$ cat src/rtl/cpu_pkg.sv
// Shared CPU constants: reset/trap vectors, the squash instruction and the supervisor bit.
// Also used by the hazard unit and the exception logic in decode.
package cpu_pkg;

    localparam logic [31:0] RESET_PC  = 32'h8000_0000;
    localparam logic [31:0] IRQ_VEC   = 32'h8000_0004;
    localparam logic [31:0] EXC_VEC   = 32'h8000_0008;
    localparam logic [31:0] NOP_WORD  = 32'h0000_0000;
    localparam int unsigned SUPER_BIT = 31;

    // Sequential successor: the supervisor bit is kept, the low 31 bits wrap.
    function automatic logic [31:0] seq_pc_of(input logic [31:0] pc);
        return {pc[SUPER_BIT], pc[SUPER_BIT-1:0] + 31'd4};
    endfunction

endpackage

$ cat src/rtl/pc_next_sel.sv
// Next-PC priority mux for the fetch stage: exception > interrupt > redirect > stall > sequential.
// Also produces the IF/ID squash control and the EPC update.
module pc_next_sel
    import cpu_pkg::*;
#(
    parameter logic [31:0] IRQ_VEC = cpu_pkg::IRQ_VEC,
    parameter logic [31:0] EXC_VEC = cpu_pkg::EXC_VEC
) (
    input  logic [31:0] pc,
    input  logic        stall,
    input  logic        flush,
    input  logic        redirect_valid,
    input  logic [31:0] redirect_pc,
    input  logic        irq_req,
    input  logic        exc_req,
    input  logic [31:0] exc_epc,
    output logic [31:0] next_pc,
    output logic [31:0] seq_pc,
    output logic        if_id_squash,
    output logic        epc_load,
    output logic [31:0] epc_next,
    output logic        irq_ok
);

    logic [31:0] aligned_target;

    always_comb begin
        seq_pc         = seq_pc_of(pc);
        aligned_target = {redirect_pc[31:2], 2'b00};
        // Interrupts are masked in supervisor mode and yield to a simultaneous exception.
        irq_ok         = irq_req && !pc[SUPER_BIT] && !exc_req;
        next_pc        = seq_pc;
        epc_load       = 1'b0;
        epc_next       = pc;

        if (exc_req) begin
            next_pc  = EXC_VEC;
            epc_load = 1'b1;
            epc_next = exc_epc;
        end else if (irq_ok) begin
            next_pc  = IRQ_VEC;
            epc_load = 1'b1;
            epc_next = redirect_valid ? aligned_target : pc;
        end else if (redirect_valid) begin
            next_pc = aligned_target;
        end else if (stall) begin
            next_pc = pc;
        end

        if_id_squash = exc_req || irq_ok || redirect_valid || flush;
    end

endmodule

$ cat src/rtl/fetch_stage.sv
// Instruction-fetch stage: PC register, ROM address, IF/ID pipeline register and EPC capture.
// Redirects reach imem_addr one cycle later and the target word lands in IF/ID one cycle after that.
module fetch_stage
    import cpu_pkg::*;
#(
    parameter logic [31:0] RESET_PC = cpu_pkg::RESET_PC,
    parameter logic [31:0] IRQ_VEC  = cpu_pkg::IRQ_VEC,
    parameter logic [31:0] EXC_VEC  = cpu_pkg::EXC_VEC,
    parameter logic [31:0] NOP_WORD = cpu_pkg::NOP_WORD
) (
    input  logic        clk,
    input  logic        reset,
    input  logic        stall,
    input  logic        flush,
    input  logic        redirect_valid,
    input  logic [31:0] redirect_pc,
    input  logic        irq_req,
    input  logic        exc_req,
    input  logic [31:0] exc_epc,
    output logic [31:0] imem_addr,
    input  logic [31:0] imem_data,
    output logic [31:0] if_id_instr,
    output logic [31:0] if_id_pc_plus4,
    output logic        if_id_valid,
    output logic [31:0] epc,
    output logic        irq_taken
);

    logic [31:0] pc;
    logic [31:0] next_pc;
    logic [31:0] seq_pc;
    logic        if_id_squash;
    logic        epc_load;
    logic [31:0] epc_next;
    logic        irq_ok;

    pc_next_sel #(
        .IRQ_VEC(IRQ_VEC),
        .EXC_VEC(EXC_VEC)
    ) u_pc_next_sel (
        .pc            (pc),
        .stall         (stall),
        .flush         (flush),
        .redirect_valid(redirect_valid),
        .redirect_pc   (redirect_pc),
        .irq_req       (irq_req),
        .exc_req       (exc_req),
        .exc_epc       (exc_epc),
        .next_pc       (next_pc),
        .seq_pc        (seq_pc),
        .if_id_squash  (if_id_squash),
        .epc_load      (epc_load),
        .epc_next      (epc_next),
        .irq_ok        (irq_ok)
    );

    assign imem_addr = pc;

    always_ff @(posedge clk) begin
        if (reset) begin
            pc             <= RESET_PC;
            if_id_instr    <= NOP_WORD;
            if_id_pc_plus4 <= 32'h0000_0000;
            if_id_valid    <= 1'b0;
            epc            <= 32'h0000_0000;
            irq_taken      <= 1'b0;
        end else begin
            pc        <= next_pc;
            irq_taken <= irq_ok;
            if (epc_load) begin
                epc <= epc_next;
            end
            // A squash wins over stall so a flushed slot never re-issues the held word.
            if (if_id_squash) begin
                if_id_instr    <= NOP_WORD;
                if_id_pc_plus4 <= seq_pc;
                if_id_valid    <= 1'b0;
            end else if (!stall) begin
                if_id_instr    <= imem_data;
                if_id_pc_plus4 <= seq_pc;
                if_id_valid    <= 1'b1;
            end
        end
    end

endmodule

$ cat config.mk
export PLATFORM = sky130hd
export DESIGN_NAME = fetch_stage
export DESIGN_NICKNAME = d
export VERILOG_FILES = /design/src/rtl/cpu_pkg.sv /design/src/rtl/pc_next_sel.sv /design/src/rtl/fetch_stage.sv
export SDC_FILE = /design/constraint.sdc
export NUM_CORES = 1
export LEC_CHECK = 0
export BUFFER_PORTS_ARGS = -buffer_cell sky130_fd_sc_hd__clkbuf_2
export CORE_AREA = 2 2 121 123
export DETAILED_ROUTE_END_ITERATION = 8
export DIE_AREA = 0 0 123 125
export PLACE_DENSITY = 0.77
export SKIP_LAST_GASP = 1
export SYNTH_ARGS = -nofsm -noshare
export SYNTH_HDL_FRONTEND = slang
export SYNTH_HIERARCHICAL = 1
export SYNTH_SLANG_ARGS = --single-unit
$ cat constraint.sdc
create_clock -name clk -period 2.2 [get_ports clk]
set_input_delay 0.22 -clock clk [delete_from_list [all_inputs] [get_ports clk]]
set_output_delay 0.22 -clock clk [all_outputs]
set_load 0.02 [all_outputs]
Word-level counts from Yosys, hierarchy flattened
Cells that the tools add are included.
{ "word_totals": {"register_bits": 130, "out_inout_bits": 130, "inputBits": 103, "wordCells": 37} }
{ "op_classes": {"n_reduce_logical": 11, "eq_ne": 4, "add_sub_neg": 1, "n_mux": 11} }
{ "ops": {"columns": ["cell", "n"], "rows": [
  ["$mux W32", 6],
  ["$add A31 B3 Y31 const B", 1],
  ["$mux W31", 1],
  ["$mux W4", 2],
  ["$ne A2 B1 Y1 const B", 2],
  ["$ne A4 B1 Y1 const B", 1],
  ["$reduce_or A2 Y1", 2],
  ["$reduce_or A4 Y1", 1],
  ["$logic_or A1 B1 Y1", 3],
  ["$ne A3 B1 Y1 const B", 1],
  ["$reduce_or A3 Y1", 1],
  ["$logic_and A1 B1 Y1", 2],
  ["$logic_not A1 Y1", 2],
  ["$mux W1", 2]
]} }

Logic depth before layout (Yosys ltp)
{ "depth": {"ltp_word": 7, "ltp_mapped": 10, "mapped_depth_nobuf": 8} }

By module
Netlist, hierarchy kept.
{ "by_module_without_submodules": {"columns": ["module", "cells_per_inst", "instances", "area_per_inst_um2", "seq_area_each_um2"], "rows": [
  ["fetch_stage", 426, 1, 4685.7, 2602.5],
  ["pc_next_sel", 367, 1, 2344.7, 0.0]
]} }

Least setup slack after synthesis
Ideal clock, no wire load.
{ "synth_timing": {"path_type": "register to register", "startpoint": "register pc[2], in the netlist imem_addr[2]", "endpoint": "register pc[24], in the netlist imem_addr[24]", "arrival_time_ns": 1.969, "path_stages_with_launch": 9, "n_path_buf": 1, "period_less_slack_ns": 2.034, "path_slack_ns": 0.166, "required_time_ns": 2.135, "setup_time_ns": 0.065, "path_cell_list": "dfxtp_1 ha_1 nand4_4 or2_1 buf_2 nor3_1 xnor2_1 a211oi_1 nor2b_1"} }
{ "synth_via": {"elab_chain_len": 3} }
{ "synth_lines": {"columns": ["item", "line_no", "text"], "rows": [
  ["from (decl)", "fetch_stage.sv:29", "logic [31:0] pc;"],
  ["from (signal assigned)", "fetch_stage.sv:68", "pc <= next_pc;"],
  ["$add A31 B3 Y31", "cpu_pkg.sv:13", "return {pc[SUPER_BIT], pc[SUPER_BIT-1:0] + 31'd4};"],
  ["$mux W31", "pc_next_sel.sv:46", "end else if (stall) begin"],
  ["$mux W32", "pc_next_sel.sv:44", "end else if (redirect_valid) begin"]
]} }
No other way between the ends. The select of a mux whose other input is x is not followed.
A chain may end at the register's enable or synchronous reset.

Worst setup path in the final report
{ "layout_timing": {"startpoint": "register pc[3], in the netlist imem_addr[3]", "endpoint": "register if_id_pc_plus4[24]"} }
{ "layout_via": {"elab_chain_len": 3} }
{ "layout_lines": {"columns": ["item", "line_no", "text"], "rows": [
  ["$add A31 B3 Y31 (*)", "cpu_pkg.sv:13", null],
  ["named net seq_pc[24]", "fetch_stage.sv:31", "logic [31:0] seq_pc;"],
  ["$mux W32", "fetch_stage.sv:78", "end else if (!stall) begin"],
  ["$mux W32 (*)", "fetch_stage.sv:74", "if (if_id_squash) begin"],
  ["to (signal assigned)", "fetch_stage.sv:76", "if_id_pc_plus4 <= seq_pc;"],
  ["to (signal assigned)", "fetch_stage.sv:80", "if_id_pc_plus4 <= seq_pc;"],
  ["to (decl)", "fetch_stage.sv:23", "output logic [31:0] if_id_pc_plus4,"]
]} }
Mark *: on every way through the listed nets, which the timed path passes. The rest lies on a longest branch. The select of a mux whose other input is x is not followed.

==> summary.md <==
| Metric | Value |
|---|---|
| Vias/cell | 5.221 |
| Max Slew Vio Count | 0 |
| FP Rows | 44 |
| Final setup viols | 0 |
| Final setup margin | 0.1192 ns |
| Setup slack at placement | 0.06554 ns |
| H-tree Lvls | 4 |
| Sequential share of the synthesized area | 0.3702 |
| Area after DPL | 8260 um^2 |
| FF-to-FF setup slack | 0.12 ns |
| Final nets | 1,108 |
| Final Hold Fails | 0 |
| Largest net degree at the start of global routing | 68 |
| Placer Congestion | 0.8993 |
| Reg2Reg Depth | 8 |
| Vias | 6,255 |
| Min-Delay Endpoint | if_id_instr[22] |
| Mapped Area | 7030 um^2 |
| Rel. slew slack | 0.4252 |
| Detail Placement HPWL | 13,640 um |
| Min-delay src | imem_data[22] |
| Kind of critical path | reg -> reg |
| Worst-Margin Slew | 0.8622 ns |
| Worst EP required | 2.54 ns |
| # placed instances | 1,169 |
| Max_cap viols | 0 |
| Pwr Density | 686.0 nW/um^2 |
| Clk_skew | 0.004826 ns |
| Syn Area/Cell | 8.866 um^2 |
| P_leak | 4.218 nW |
| Endpoint class of the critical path | register |
| I/O pin cnt | 233 |
| Cells after Synth | 793 |
| Clock sink total | 130 |
| Avg WL per Cell | 15.61 um |
| Layout Cells excl Fill | 1,198 |
| Final TNS setup | 0 ns |
| Commonest non-fill, non-tap cell in the layout | clkbuf_2 |
| Multi-input logic area | 3934 um^2 |
| Routed wire length | 18,700 um |
| RSZ-0062 raised after global routing | true |
| Final Cycle Share | 0.9458 |
| Starting DRT DRC Count | 428 |
| Port Buf Inserts | 230 |
| Tightest Hold Check Type | in -> reg |
| Most frequent cells in the layout | 228 x clkbuf_2, 130 x dfxtp_1, 102 x nor2_1, 96 x mux2i_1, 54 x nand2_1 |
| Critical Path AT | 2.42 ns |
| Clk pin slew, worst setup/hold paths | 0.05 ns |
| Reg2Reg Launch Point | imem_addr[3] |
| Origin of the worst setup path | imem_addr[3] |
| Crit path time final | 2.081 ns |
| Cts repair resizes | 1 |
| Worst Path Max Fanout | 6 |
| Layout cells sized above 1 | 0.3176 |
| Clock root cell | clkbuf_16 |
| Chip Height | 125 um |
| Initial core utilization | 0.4950 |
| Met3 Use GR | 0.07527 |
| Cts bufs inserted | 17 |
| Area grow syn2layout | 26.04% |
| Synthesis-stage register bit count | 130 |
| Chip width | 123 um |
| Clock tree buffer depth | 2 |
| Met2 Resource Use GR | 0.3728 |
| Gr usage total | 0.2439 |
| CTS tree | done |
| Hold depth | 3 |
| Design area | 8861 um^2 |
| Fillers | 1,242 |
| First-pass iteration count of the detailed router | 5 |
| Peak Freq | 480.6 MHz |
| Vias in the first global route | 5,837 |
| Antenna viol nets, final | 0 |
| First-pass GRT wire length | 29,740 um |
| Yosys Warn Count | 6 |
| Syn nets | 897 |
| Post-synthesis cell type count | 52 |
| Die area | 15,380 um^2 |
| Crit start category | register |
| Core ar. | 14,200 um^2 |
| GR Util met1 | 0.3203 |
| Hold_buf cts | 0 |
| Status | complete, no violations |
| Layer with the highest usage | met2 |
| Drc violations | 0 |
| Diodes inserted | 0 |
| VDD IR max | 0.0004097 V |
| Register area | 2603 um^2 |
| EDFF count, synth | 0 |
| Initial antenna violation count | 0 |
| Worst-Skew Late Latency | 0.41 ns |
| Setup bufs post-CTS | 0 |
| Global route overflow | 0 |
| Synth async-reset ratio | 0 |
| Synth Flop Type | dfxtp_1 |
| Worst r2r dst | if_id_pc_plus4[24] |
-- sequential cells by signal, summed over array words and instances, names as in the netlist --
name	cells
if_id_instr	32
epc	32
irq_taken	1
if_id_valid	1
imem_addr	32
if_id_pc_plus4	32
-- power breakdown --
group          internal, W  switching [W]
sequential         0.00244      0.0000603
clock              0.00183       0.000977
combinational     0.000332       0.000445
total              0.00460        0.00148
-- logic make-up after synthesis --
family                     Yosys count  synth area share
DFF                                130            0.3702
and+or+nand+nor                    322            0.2705
xor gates and xnor gates            52           0.06478
adders and majority gates            1          0.001779
muxes                               96            0.1367
buffers and inverters               89           0.07350
AOI/OAI and AO/OA                  103           0.08258
-- stage by stage --
stage / utilization / total power, W / hold slack (ns)
after floorplan: - / 0.003051 / 0.3639
after global placement: 0.5816 / 0.003301 / 0.4354
after detailed placement: 0.5816 / 0.003316 / 0.4411
after CTS: 0.6230 / 0.006126 / 0.02718
after global routing: 0.6239 / 0.006316 / 0.03980
final: 0.6239 / 0.006079 / 0.04340
-- area by class of cell --
| cell class | count | share of cell area |
|---|---|---|
| clock inverters | 4 | 0.008190 |
| multi-input cells | 574 | 0.4439 |
| clock buffers | 25 | 0.05818 |
| flip-flops and latches | 130 | 0.2937 |
| inverters | 12 | 0.005083 |
| well taps | 184 | 0.02598 |
| repair buffers | 269 | 0.1649 |
-- critical path: stages (launching register included) --
cell      delay [ns]
dfxtp_1         0.42
ha_2            0.29
nand4_4         0.13
buf_4           0.19
or3_1           0.46
nor2_1          0.14
xor2_1          0.17
nand2b_1        0.07
o21ai_0         0.13
-- synthesized netlist by cell type (20+ instances only) --
cell	n	area, um^2
xnor2_1	32	280.3
nand2b_1	34	212.7
nor2_1	102	382.9
nor2b_1	34	212.7
clkbuf_1	27	101.4
dfxtp_1	130	2603
nand2_1	54	202.7
mux2i_1	96	960.9
buf_2	26	130.1
o21ai_1	23	115.1
o21ai_0	46	230.2
nand4bb_1	32	360.4
xor2_1	20	175.2
-- metal layers --
layer / part of all wire / vias up / routed length (um)
met5: 0 / - / 0
met4: 0.025 / 0 / 467
met3: 0.086 / 36 / 1616
met2: 0.45 / 254 / 8338
met1: 0.44 / 2851 / 8280
li1: - / 3114 / -
-- worst max path at each step --
stage	end	slack [ns]	cells after the start
global route	if_id_pc_plus4[24]	-0.03	8
global placement	imem_addr[24]	0.17	7
detailed placement	imem_addr[24]	0.07	7
finish	if_id_pc_plus4[24]	0.12	8
CTS	imem_addr[24]	0.02	7
floorplan	imem_addr[24]	0.17	8
No activity file was read; power rests on OpenSTA's default activity.
